===== src/rtl/dds_freq_meter.sv =====
// Gated-window edge counter that reports a DDS tuning word for sig_in.
// Window = 2^GATE_LOG2 clk cycles, aligned to the first synchronized rise.
module dds_freq_meter #(
    parameter int GATE_LOG2 = 20
) (
    input  logic                 clk,
    input  logic                 rst,
    input  logic                 sig_in,
    input  logic                 start,
    output logic                 busy,
    output logic                 valid,
    output logic [31:0]          k_out,
    output logic [GATE_LOG2:0]   edge_cnt,
    output logic                 no_signal
);

    localparam int CW = GATE_LOG2 + 1;

    typedef enum logic [1:0] {IDLE, ARM, GATE, DONE} state_t;

    state_t                 state_q, state_d;
    logic                   s1_q, s2_q, s3_q;
    logic                   rise;
    logic [GATE_LOG2-1:0]   tmr_q, tmr_d;
    logic                   tmr_last;
    logic [CW-1:0]          cnt_q, cnt_d;
    logic [CW-1:0]          edge_q;
    logic [31:0]            k_q, k_d;
    logic                   ns_q;
    logic                   load;

    assign rise     = s2_q & ~s3_q;
    assign tmr_last = &tmr_q;

    // Two-flop synchronizer plus a history flop for rising-edge detection
    always_ff @(posedge clk) begin
        if (rst) begin
            s1_q <= 1'b0;
            s2_q <= 1'b0;
            s3_q <= 1'b0;
        end else begin
            s1_q <= sig_in;
            s2_q <= s1_q;
            s3_q <= s2_q;
        end
    end

    // Next-state, window timer and saturating edge counter
    always_comb begin
        state_d = state_q;
        tmr_d   = tmr_q + 1'b1;
        cnt_d   = cnt_q;
        load    = 1'b0;
        unique case (state_q)
            IDLE: begin
                tmr_d = '0;
                if (start) begin
                    state_d = ARM;
                    cnt_d   = '0;
                end
            end
            ARM: begin
                if (rise) begin
                    state_d = GATE;
                    tmr_d   = '0;
                end else if (tmr_last) begin
                    state_d = DONE;
                    load    = 1'b1;
                end
            end
            GATE: begin
                if (rise && !(&cnt_q)) begin
                    cnt_d = cnt_q + 1'b1;
                end
                if (tmr_last) begin
                    state_d = DONE;
                    load    = 1'b1;
                end
            end
            DONE: begin
                state_d = IDLE;
            end
            default: begin
                state_d = IDLE;
            end
        endcase
    end

    // Count << (32-GATE_LOG2) keeps only the low GATE_LOG2 count bits
    assign k_d = {cnt_d[GATE_LOG2-1:0], {(32-GATE_LOG2){1'b0}}};

    // State, timer and counter registers
    always_ff @(posedge clk) begin
        if (rst) begin
            state_q <= IDLE;
            tmr_q   <= '0;
            cnt_q   <= '0;
        end else begin
            state_q <= state_d;
            tmr_q   <= tmr_d;
            cnt_q   <= cnt_d;
        end
    end

    // Results load on entry to DONE so they are visible with valid
    always_ff @(posedge clk) begin
        if (rst) begin
            edge_q <= '0;
            k_q    <= '0;
            ns_q   <= 1'b0;
        end else if (load) begin
            edge_q <= cnt_d;
            k_q    <= k_d;
            ns_q   <= (cnt_d == '0);
        end
    end

    assign busy      = (state_q == ARM) || (state_q == GATE);
    assign valid     = (state_q == DONE);
    assign k_out     = k_q;
    assign edge_cnt  = edge_q;
    assign no_signal = ns_q;

endmodule


===== config.mk =====
export PLATFORM = sky130hd
export DESIGN_NAME = dds_freq_meter
export DESIGN_NICKNAME = d
export VERILOG_FILES = /design/src/rtl/dds_freq_meter.sv
export SDC_FILE = /design/constraint.sdc
export NUM_CORES = 1
export LEC_CHECK = 0
export ABC_AREA = 1
export CORE_MARGIN = 3
export CORE_UTILIZATION = 30
export CTS_CLUSTER_SIZE = 24
export DETAILED_ROUTE_END_ITERATION = 8
export PLACE_DENSITY_LB_ADDON = 0.25
export SYNTH_ARGS = -nofsm -noshare
export SYNTH_HDL_FRONTEND = slang
export SYNTH_SLANG_ARGS = --single-unit

===== constraint.sdc =====
create_clock -name clk -period 2.8 [get_ports clk]
set_input_delay 0.56 -clock clk [delete_from_list [all_inputs] [get_ports clk]]
set_output_delay 0.56 -clock clk [all_outputs]
set_load 0.02 [all_outputs]

==> results.tsv <==
stage	metric	value	unit
run_status	status	finished, final reports clean	
logic_synthesis	top post-synthesis cells by count	124 x nand2_1, 69 x nor2_1, 68 x dfxtp_1	
setup_path	Crit Path Category	flip-flop to flip-flop	
sta	Worst Skew	0.0117	ns
placed_design	post-detail-place hpwl	6990	um
routing	drt drc	0	
cells_and_area	fill cell count	1289	
sta	final worst path period share	0.842	
logic_synthesis	cells after synthesis	554	
setup_path	type of element capturing the critical path	flip-flop	
routing	DR vias	3520	
logic_synthesis	YS warnings	0	
clock_tree	postcts setup bufs	0	
routing	DRT Pass-1 Iters	4	
worst_hold_path	Hold Path Origin	s1_q	
floorplanning	# IOs	60	
logic_synthesis	Post-synth EDFFs	0	
setup_path	WP buf/inv	1	
cells_and_area	layout cell share with drive strength beyond 1	0.103	
power_and_ir_drop	Net Sw Frac	0.245	
power_and_ir_drop	clock share of power	0.502	
cells_and_area	area occupied by multi-input gates	1870	um^2
clock_tree	Reg clk slew, reported paths	0.06	ns
floorplanning	core footprint	12200	um^2
logic_synthesis	Netlist cell types	45	
flow_run	max-cap violation count	0	
cells_and_area	final instance area	4570	um^2
routing	vias per inst	4.64	
floorplanning	Initial Util	0.312	
setup_path	worst r2r src	cnt_q[0]	
setup_path	reg2reg setup slack	0.44	ns
setup_path	Worst EP required	3.07	ns
clock_tree	CTS tree	built	
sta	final hold vios	0	
logic_synthesis	Area contributors post-synth	dfxtp_1 36%, nand2_1 12%, nor2_1 6.8%, buf_4 6.7%, inv_1 5.6%	
cells_and_area	diode count	0	
cells_and_area	FF+latch area	1360	um^2
sta	Final Setup Violations	0	
setup_path	Slowest cell on crit path	dfxtp_1	
placed_design	Buffers on Ports	47	
floorplanning	die area	14000	um^2
placed_design	routability cong.	0.886	
global_routing	vias in the first global route	3395	
logic_synthesis	Cell Area, Synth	3790	um^2
logic_synthesis	ys flop type	dfxtp_1	
clock_tree	H-tree levels	3	
sta	RSZ-0062 raised after global routing	no	
logic_synthesis	Async SR Flop Fraction	0	
sta	min Tclk post-route	2.36	ns
floorplanning	num rows	40	
setup_path	launch point of the worst path	cnt_q[0]	
setup_path	CP Launch Type	flip-flop	
logic_synthesis	Synth top area share	0.359	
logic_synthesis	most frequent cell after synthesis	nand2_1	
power_and_ir_drop	Net Switching	0.556	mW
clock_tree	post-cts resize count	0	
routing	WL/cell	12.5	um
logic_synthesis	leading area contributor after synthesis	dfxtp_1	
clock_tree	clk sink count	68	
sta	Slew Limit Fails	0	
logic_synthesis	post-synthesis sequential area ratio	0.359	
power_and_ir_drop	PD cells	497	nW/um^2
setup_path	Crit path largest cell delay	0.37	ns
cells_and_area	Synth-to-Final Area Change	20.5	%
routing	remaining antenna violation count	0	
floorplanning	die width	118	um
clock_tree	clk_lat worst skew	0.34	ns
global_routing	initial antenna violation count	0	
logic_synthesis	flops & latches, synth	68	
worst_hold_path	Min-Delay Path Depth	2	
power_and_ir_drop	Sequential Power Share	0.431	
setup_path	WP data arrival	2.63	ns
global_routing	largest net degree at the start of global routing	42	
clock_tree	clk buf depth	2	
placed_design	dpl cell area	4260	um^2
power_and_ir_drop	P_int	1.71	mW
floorplanning	Vert. Die Dim	118	um
sta	setup TNS	0	ns
power_and_ir_drop	P_leak	1.83	nW
setup_path	worst r2r path cells	14	
power_and_ir_drop	Max VDD drop	0.224	mV
power_and_ir_drop	Comb power frac	0.067	
setup_path	crit-path cells	ha_1, nand3_1, nor2_2, nand3_2, buf_4, nand2_4, a21oi_1, o21ai_1, nand2_1, nor2_1, nand2_1, nor2_1, nand2_1, a21oi_2	
sta	FMAX	0.424	GHz
routing	Iter 0 DRT Violations	276	
global_routing	global-route wire length before repair	16200	um
setup_path	Critical Path Stages	14	
logic_synthesis	average size of a mapped cell	6.84	um^2
setup_path	most used cell, CP	nand2_1	
cells_and_area	nets@finish	595	
setup_path	Critical Path Fanout Max	10	
routing	drt total wl	9480	um
setup_path	CP delay by family, top	simple AND/OR/NAND/NOR gates	
global_routing	global-route usage over all layers	0.140	
global_routing	Congestion Overflow GR	0	
worst_hold_path	hold crit path type	flip-flop to flip-flop	
clock_tree	TritonCTS Buffers	9	
clock_tree	root buf cell	clkbuf_16	
clock_tree	CTS Hold Bufs	0	
==> placed cells by master, fill, tap and decap left out, types with 6 or more instances in the layout <==
cell | synthesis | routed
clkdlybuf4s50_1 | 0 | 47
inv_2 | 6 | 6
clkbuf_16 | 0 | 9
nor2_1 | 69 | 69
conb_1 | 1 | 12
nand4_1 | 10 | 10
nand3_1 | 37 | 37
nand2_2 | 6 | 6
nor3_1 | 10 | 10
a21oi_1 | 33 | 33
inv_1 | 57 | 57
buf_4 | 34 | 11
nand2_1 | 124 | 124
nor2_2 | 8 | 8
o21ai_0 | 18 | 18
ha_1 | 6 | 6
dfxtp_1 | 68 | 68
==> routing by layer <==
layer / wire length (um) / track usage / vias to the layer above
met5: 0 / 0 / -
li1: - / - / 1802
met1: 4700 / 0.193 / 1592
met3: 482 / 0.0278 / 10
met2: 4140 / 0.215 / 116
met4: 162 / 0.0529 / 0
==> state kept, by name, summed over array words and instances, names as in the netlist <==
signal / cells
s1_q: 1
state_q: 2
cnt_q: 21
s2_q: 1
no_signal: 1
edge_cnt: 21
s3_q: 1
tmr_q: 20
==> tightest hold or removal path, stage by stage, from the launching register on <==
cell     delay [ns]
dfxtp_1        0.30
inv_1          0.04
nor2_1         0.03
==> cells by family after synthesis <==
family                     share of synthesized area
AOI/OAI and AO/OA                              0.129
other                                       0.000989
buffers and inverters                          0.158
adders and majority gates                     0.0198
and+or+nand+nor                                0.329
DFF                                            0.359
xor gates and xnor gates                     0.00462
==> worst paths after layout <==
kind,endpoint
max,no_signal
min,s2_q
min reg2reg,s2_q
max reg2reg,no_signal
==> through the flow <==
stage	utilization	cells	setup WS (ns)	total power [mW]	hold slack, ns
2_1_floorplan	-	565	0.863	1.12	0.388
3_3_place_gp	0.351	742	0.438	1.15	0.393
3_5_place_dp	0.351	742	0.472	1.15	0.402
4_1_cts	0.376	758	0.452	2.31	0.411
5_1_grt	0.376	758	0.160	2.38	0.443
6_report	0.376	758	0.443	2.27	0.407
==> final cells by class <==
cell class,instances,area share
multi-input combinational,381,0.410
sequential,68,0.298
timing repair buffer,59,0.125
inverter,66,0.0542
clock buffer,9,0.0493
tap,168,0.0460
clock inverter,7,0.0170
==> power groups by stage <==
stage	sequential, mW	clock [mW]	combinational [mW]
after floorplan	0.999	0	0.122
after global placement	0.999	0	0.151
after detailed placement	1.00	0	0.152
after CTS	0.978	1.17	0.153
after global routing	0.979	1.23	0.170
final	0.978	1.14	0.152
Power figures use the tool's default switching activity.
==> variant 1: new RTL, same flow settings <==
Make the reset (`rst`) asynchronous in 3 clocked blocks.
--- a/src/rtl/dds_freq_meter.sv
+++ b/src/rtl/dds_freq_meter.sv
@@ -35,3 +35,3 @@
     // Two-flop synchronizer plus a history flop for rising-edge detection
-    always_ff @(posedge clk) begin
+    always_ff @(posedge clk or posedge rst) begin
         if (rst) begin
@@ -92,3 +92,3 @@
     // State, timer and counter registers
-    always_ff @(posedge clk) begin
+    always_ff @(posedge clk or posedge rst) begin
         if (rst) begin
@@ -105,3 +105,3 @@
     // Results load on entry to DONE so they are visible with valid
-    always_ff @(posedge clk) begin
+    always_ff @(posedge clk or posedge rst) begin
         if (rst) begin
Function: differs if rst is asserted again (counterexample within 4 cycles, from zero or initial values and one cycle with rst high); with rst held inactive, the same outputs for 10 cycles.
==> variant 1 against the original RTL <==
  * Critical path depth rose by 1
  * Setup slack improved by 0.048 ns
  * Sequential share of layout area increased by 6.0 points
  * Sequential cell count is the same
  * Cell area grew 4.2%
  * Cell count shrank 2.9%
  * Synthesized area is 5.2% higher
  * Wire length decreased by 5.5%
Power is not compared: it rests on default switching activity, and its combinational part moved more than twofold at a synthesized area within 25%.
==> variant 1: results <==
{
  "outcome": "complete, no violations",
  "crit_path_max_fanout": 12,
  "drtIter0Drc": 222,
  "synthTopCellsByCount": "147 x nand2_1, 68 x dfrtp_1, 63 x inv_1, 46 x nor2_1, 32 x buf_4",
  "finalWirelength_um": 8952,
  "clock-sinks": 68,
  "first_pass_iters": 5,
  "grt_max_degree": 48,
  "drive_gt1_share_pct": 9.929,
  "clock_latency_ns": 0.33,
  "antenna_cells": 0,
  "crit_end": "no_signal",
  "skew_ns": 0.01008,
  "grt_pass1_wl_um": 15160,
  "cpMaxStageDelayCell": "dfrtp_1",
  "grt_use_total_pct": 12.83,
  "path_clk_slew_ns": 0.06,
  "grt_pass1_vias": 3206,
  "via_per_inst": 4.510,
  "synth-async-reset-ratio_pct": 100.0,
  "cts_root_buf": "clkbuf_16",
  "hp-class": "flop to flop",
  "cp_data_arrival_time_ns": 2.58,
  "dp.final_hpwl_um": 6737,
  "cp-startpoint": "cnt_q[1]",
  "max_stage_delay_ns": 0.40,
  "yosysWarnings": 0,
  "ys_top_cells_by_area": "dfrtp_1 43%, nand2_1 14%, buf_4 6.0%, inv_1 5.9%, nor2_1 4.3%",
  "cts_buffer_depth": 2,
  "cts_buffers": 9,
  "antenna_found_initial": 0,
  "layout.nets": 571,
  "vdd.ir_drop.worst_mv": 0.2342,
  "reg2reg_depth": 15,
  "yosysSeqAreaShare_pct": 42.67,
  "synth_cell_type_count": 38,
  "post_cts_resized": 0,
  "fill_cells": 1373,
  "p_leak_nw": 2.324,
  "htree_levels": 3,
  "gp_congestion": 0.8509,
  "ys.flop_type": "dfrtp_1",
  "cts_setup_buffers": 0,
  "ff2ff_setup_slack_ns": 0.49,
  "io_buffer_count": 47,
  "cpLargestDelayFamily": "simple AND/OR/NAND/NOR gates"
}
-- variant 1: cell count changes in the layout (fill, tap and decap cells not counted), sizes merged, moves of 4 or more --
cell,change
dfxtp,-68
nor3,-7
buf,-5
nand4,-4
o21ai,+6
nor2,-21
clkinv,-6
a21oi,-8
nand2,+30
dfrtp,+68
-- variant 1: metal layers --
layer  track usage, %  vias up  part of all wire [%]
met5                0        -                     0
met4            4.622        0                   1.4
met3            2.657       14                   3.1
met2            18.79       76                    44
met1            18.63     1540                    52
li1                 -     1689                     -
-- variant 1: stage by stage --
stage                     hold slack (ns)  setup slack, ns  power (mW)  instances  instance area [sq um]
after floorplan                    0.3312           0.5285       1.562        541                   4029
after global placement             0.3594           0.5134       1.695        722                   4467
after detailed placement           0.3675           0.4630       1.710        722                   4467
after CTS                          0.3798           0.4871       2.850        736                   4758
after global routing               0.3906           0.2692       2.985        736                   4758
final                              0.3763           0.4905       2.817        736                   4758
-- variant 1: area by class of cell --
cell class,instances,share of cell area (%)
tap,172,4.523
timing repair buffer,54,11.25
clock inverter,2,0.7363
clock buffer,12,5.390
inverter,66,5.206
multi-input combinational,362,37.13
sequential,68,35.76
-- variant 1: worst min-delay path by stage --
| stage | start | end | cells after the start |
|---|---|---|---|
| floorplan | s1_q | s2_q | 0 |
| global placement | s2_q | s3_q | 0 |
| detailed placement | s2_q | s3_q | 0 |
| CTS | s2_q | s3_q | 0 |
| global route | s1_q | s2_q | 0 |
| finish | s2_q | s3_q | 0 |
-- variant 1: where the power goes --
part,switching (mW),total (mW),internal [mW],leakage (nW)
clock network,0.398,1.12,0.726,0.145
registers,0.0348,1.06,1.03,0.822
logic,0.433,0.629,0.196,1.36
total,0.867,2.82,1.95,2.32
-- variant 1: logic make-up (layout without fill, tap and decap cells) --
kind of cell    count (synthesis)  after routing  share of synthesized area [%]
xor+xnor                        1              1                         0.2197
fa+ha+maj                       6              6                          1.883
simple gates                  273            273                          31.16
compound gates                 70             70                          9.916
other cells                     1             12                        0.09404
flops                          68             68                          42.67
buf+inv                       111            134                          14.06
==> variant 2: new RTL, same flow settings <==
Made on the original files. Set the parameter `GATE_LOG2` to 30 (it was 20).
--- a/src/rtl/dds_freq_meter.sv
+++ b/src/rtl/dds_freq_meter.sv
@@ -3,3 +3,3 @@
 module dds_freq_meter #(
-    parameter int GATE_LOG2 = 20
+    parameter int GATE_LOG2 = 30
 ) (
Interface: changed (resized edge_cnt); port bits go from 60 to 70. The function was not compared with the original's and may differ.
==> variant 2 against the original RTL <==
  * Power is 27% higher
  * Critical endpoint unchanged
  * First-iteration DRC count up 25%
  * Largest cell class unchanged
  * Wire length up 58%
  * Synthesized area is 44% higher
  * Setup slack got worse by 0.12 ns
  * Sequential cell count up 30
  * Cell area rose by 43%
  * Cell count increased by 46%
==> variant 2: results <==
{
  "outcome": "complete, no violations",
  "drive_gt1_share_pct": 6.448,
  "skew_ns": 0.008440,
  "synth_cell_type_count": 46,
  "ff2ff_setup_slack_ns": 0.32,
  "vdd.ir_drop.worst_mv": 0.2802,
  "ys_top_cells_by_area": "dfxtp_1 36%, nand2_1 13%, nor2_1 8.2%, inv_1 7.5%, nand3_1 4.8%",
  "reg2reg_depth": 15,
  "grt_max_degree": 41,
  "grt_pass1_vias": 4959,
  "crit_path_max_fanout": 11,
  "yosysSeqAreaShare_pct": 35.86,
  "cts_setup_buffers": 0,
  "grt_pass1_wl_um": 24780,
  "p_leak_nw": 2.653,
  "synthTopCellsByCount": "194 x nand2_1, 120 x nor2_1, 110 x inv_1, 98 x dfxtp_1, 52 x nand3_1",
  "first_pass_iters": 6,
  "placed_cell_area_sq_mm": 0.006233,
  "wl_per_cell_um": 13.48,
  "fill_cells": 1882,
  "via_per_inst": 4.665,
  "cp_data_arrival_time_ns": 2.76,
  "layout.nets": 890,
  "drtIter0Drc": 345,
  "grt_use_total_pct": 15.33,
  "cp-startpoint": "state_q[0]"
}
==> variant 2: cell count changes after synthesis, moves of 13 or more <==
cell,unedited run,this run
inv_1,57,110
a21oi_1,33,46
dfxtp_1,68,98
o21ai_0,18,51
nand2_1,124,194
nand3_1,37,52
nor2_1,69,120
==> variant 2: kinds of logic (layout without fill, tap and decap cells) <==
logic type                 after synthesis  count (layout)  share of synthesized area, %
DFF                                     98              98                         35.86
and+or+nand+nor                        432             432                         34.85
other                                    1               2                       0.06854
buffers and inverters                  168             214                         14.13
xor gates and xnor gates                 3               3                        0.4803
adders and majority gates                7               7                         1.601
AOI/OAI and AO/OA                      128             128                         13.01
==> variant 2: how the worst min path moves through the flow <==
stage	from	endpoint	slack [ns]	cells past startpoint
2_1_floorplan	s1_q	s2_q	0.39	2
3_3_place_gp	s1_q	s2_q	0.39	2
3_5_place_dp	s1_q	s2_q	0.40	2
4_1_cts	s1_q	s2_q	0.41	2
5_1_grt	s1_q	s2_q	0.43	2
6_report	s1_q	s2_q	0.40	2
==> variant 2: metrics by stage <==
stage | cells | power [mW] | setup slack [ns] | util (%)
final | 1109 | 2.888 | 0.3227 | 37.17
after global routing | 1109 | 2.992 | 0.06794 | 37.17
after CTS | 1109 | 2.934 | 0.3019 | 37.17
after detailed placement | 1093 | 1.636 | 0.1267 | 35.42
after global placement | 1093 | 1.635 | 0.1360 | 35.42
after floorplan | 838 | 1.560 | 0.6132 | -
==> variant 2: area by class of cell <==
| cell class | count | area share, % |
|---|---|---|
| clock buffer | 12 | 3.922 |
| clock inverter | 4 | 0.7653 |
| inverter | 113 | 6.524 |
| multi-input combinational | 572 | 41.97 |
| sequential | 98 | 30.00 |
| tap | 225 | 4.305 |
| timing repair buffer | 85 | 12.51 |
==> variant 2: power breakdown <==
| part | switching, mW | leakage, nW | total (mW) | internal, mW |
|---|---|---|---|---|
| logic | 0.139 | 1.72 | 0.199 | 0.0600 |
| registers | 0.00554 | 0.790 | 1.41 | 1.40 |
| clock network | 0.544 | 0.145 | 1.28 | 0.740 |
==> variant 2: routing by layer <==
metal | wire length, um | GRT usage [%] | vias up
met5 | 0 | 0 | -
met4 | 256 | 4.793 | 0
met3 | 665 | 2.714 | 18
met2 | 7074 | 25.78 | 113
met1 | 6949 | 20.01 | 2294
li1 | - | - | 2749
==> variant 2: worst max-delay path, cell delays in order (launching register included) <==
cell and delay, ns:
dfxtp_1 0.34, inv_1 0.14, ha_1 0.22, nor2_1 0.07, buf_4 0.17, nor2_1 0.14
inv_1 0.26, a22oi_1 0.24, nand2_1 0.07, o21ai_1 0.10, nand2_1 0.07, nor2_1 0.13
nand2_1 0.12, nor2_1 0.13, nand3_1 0.09, a21oi_2 0.12
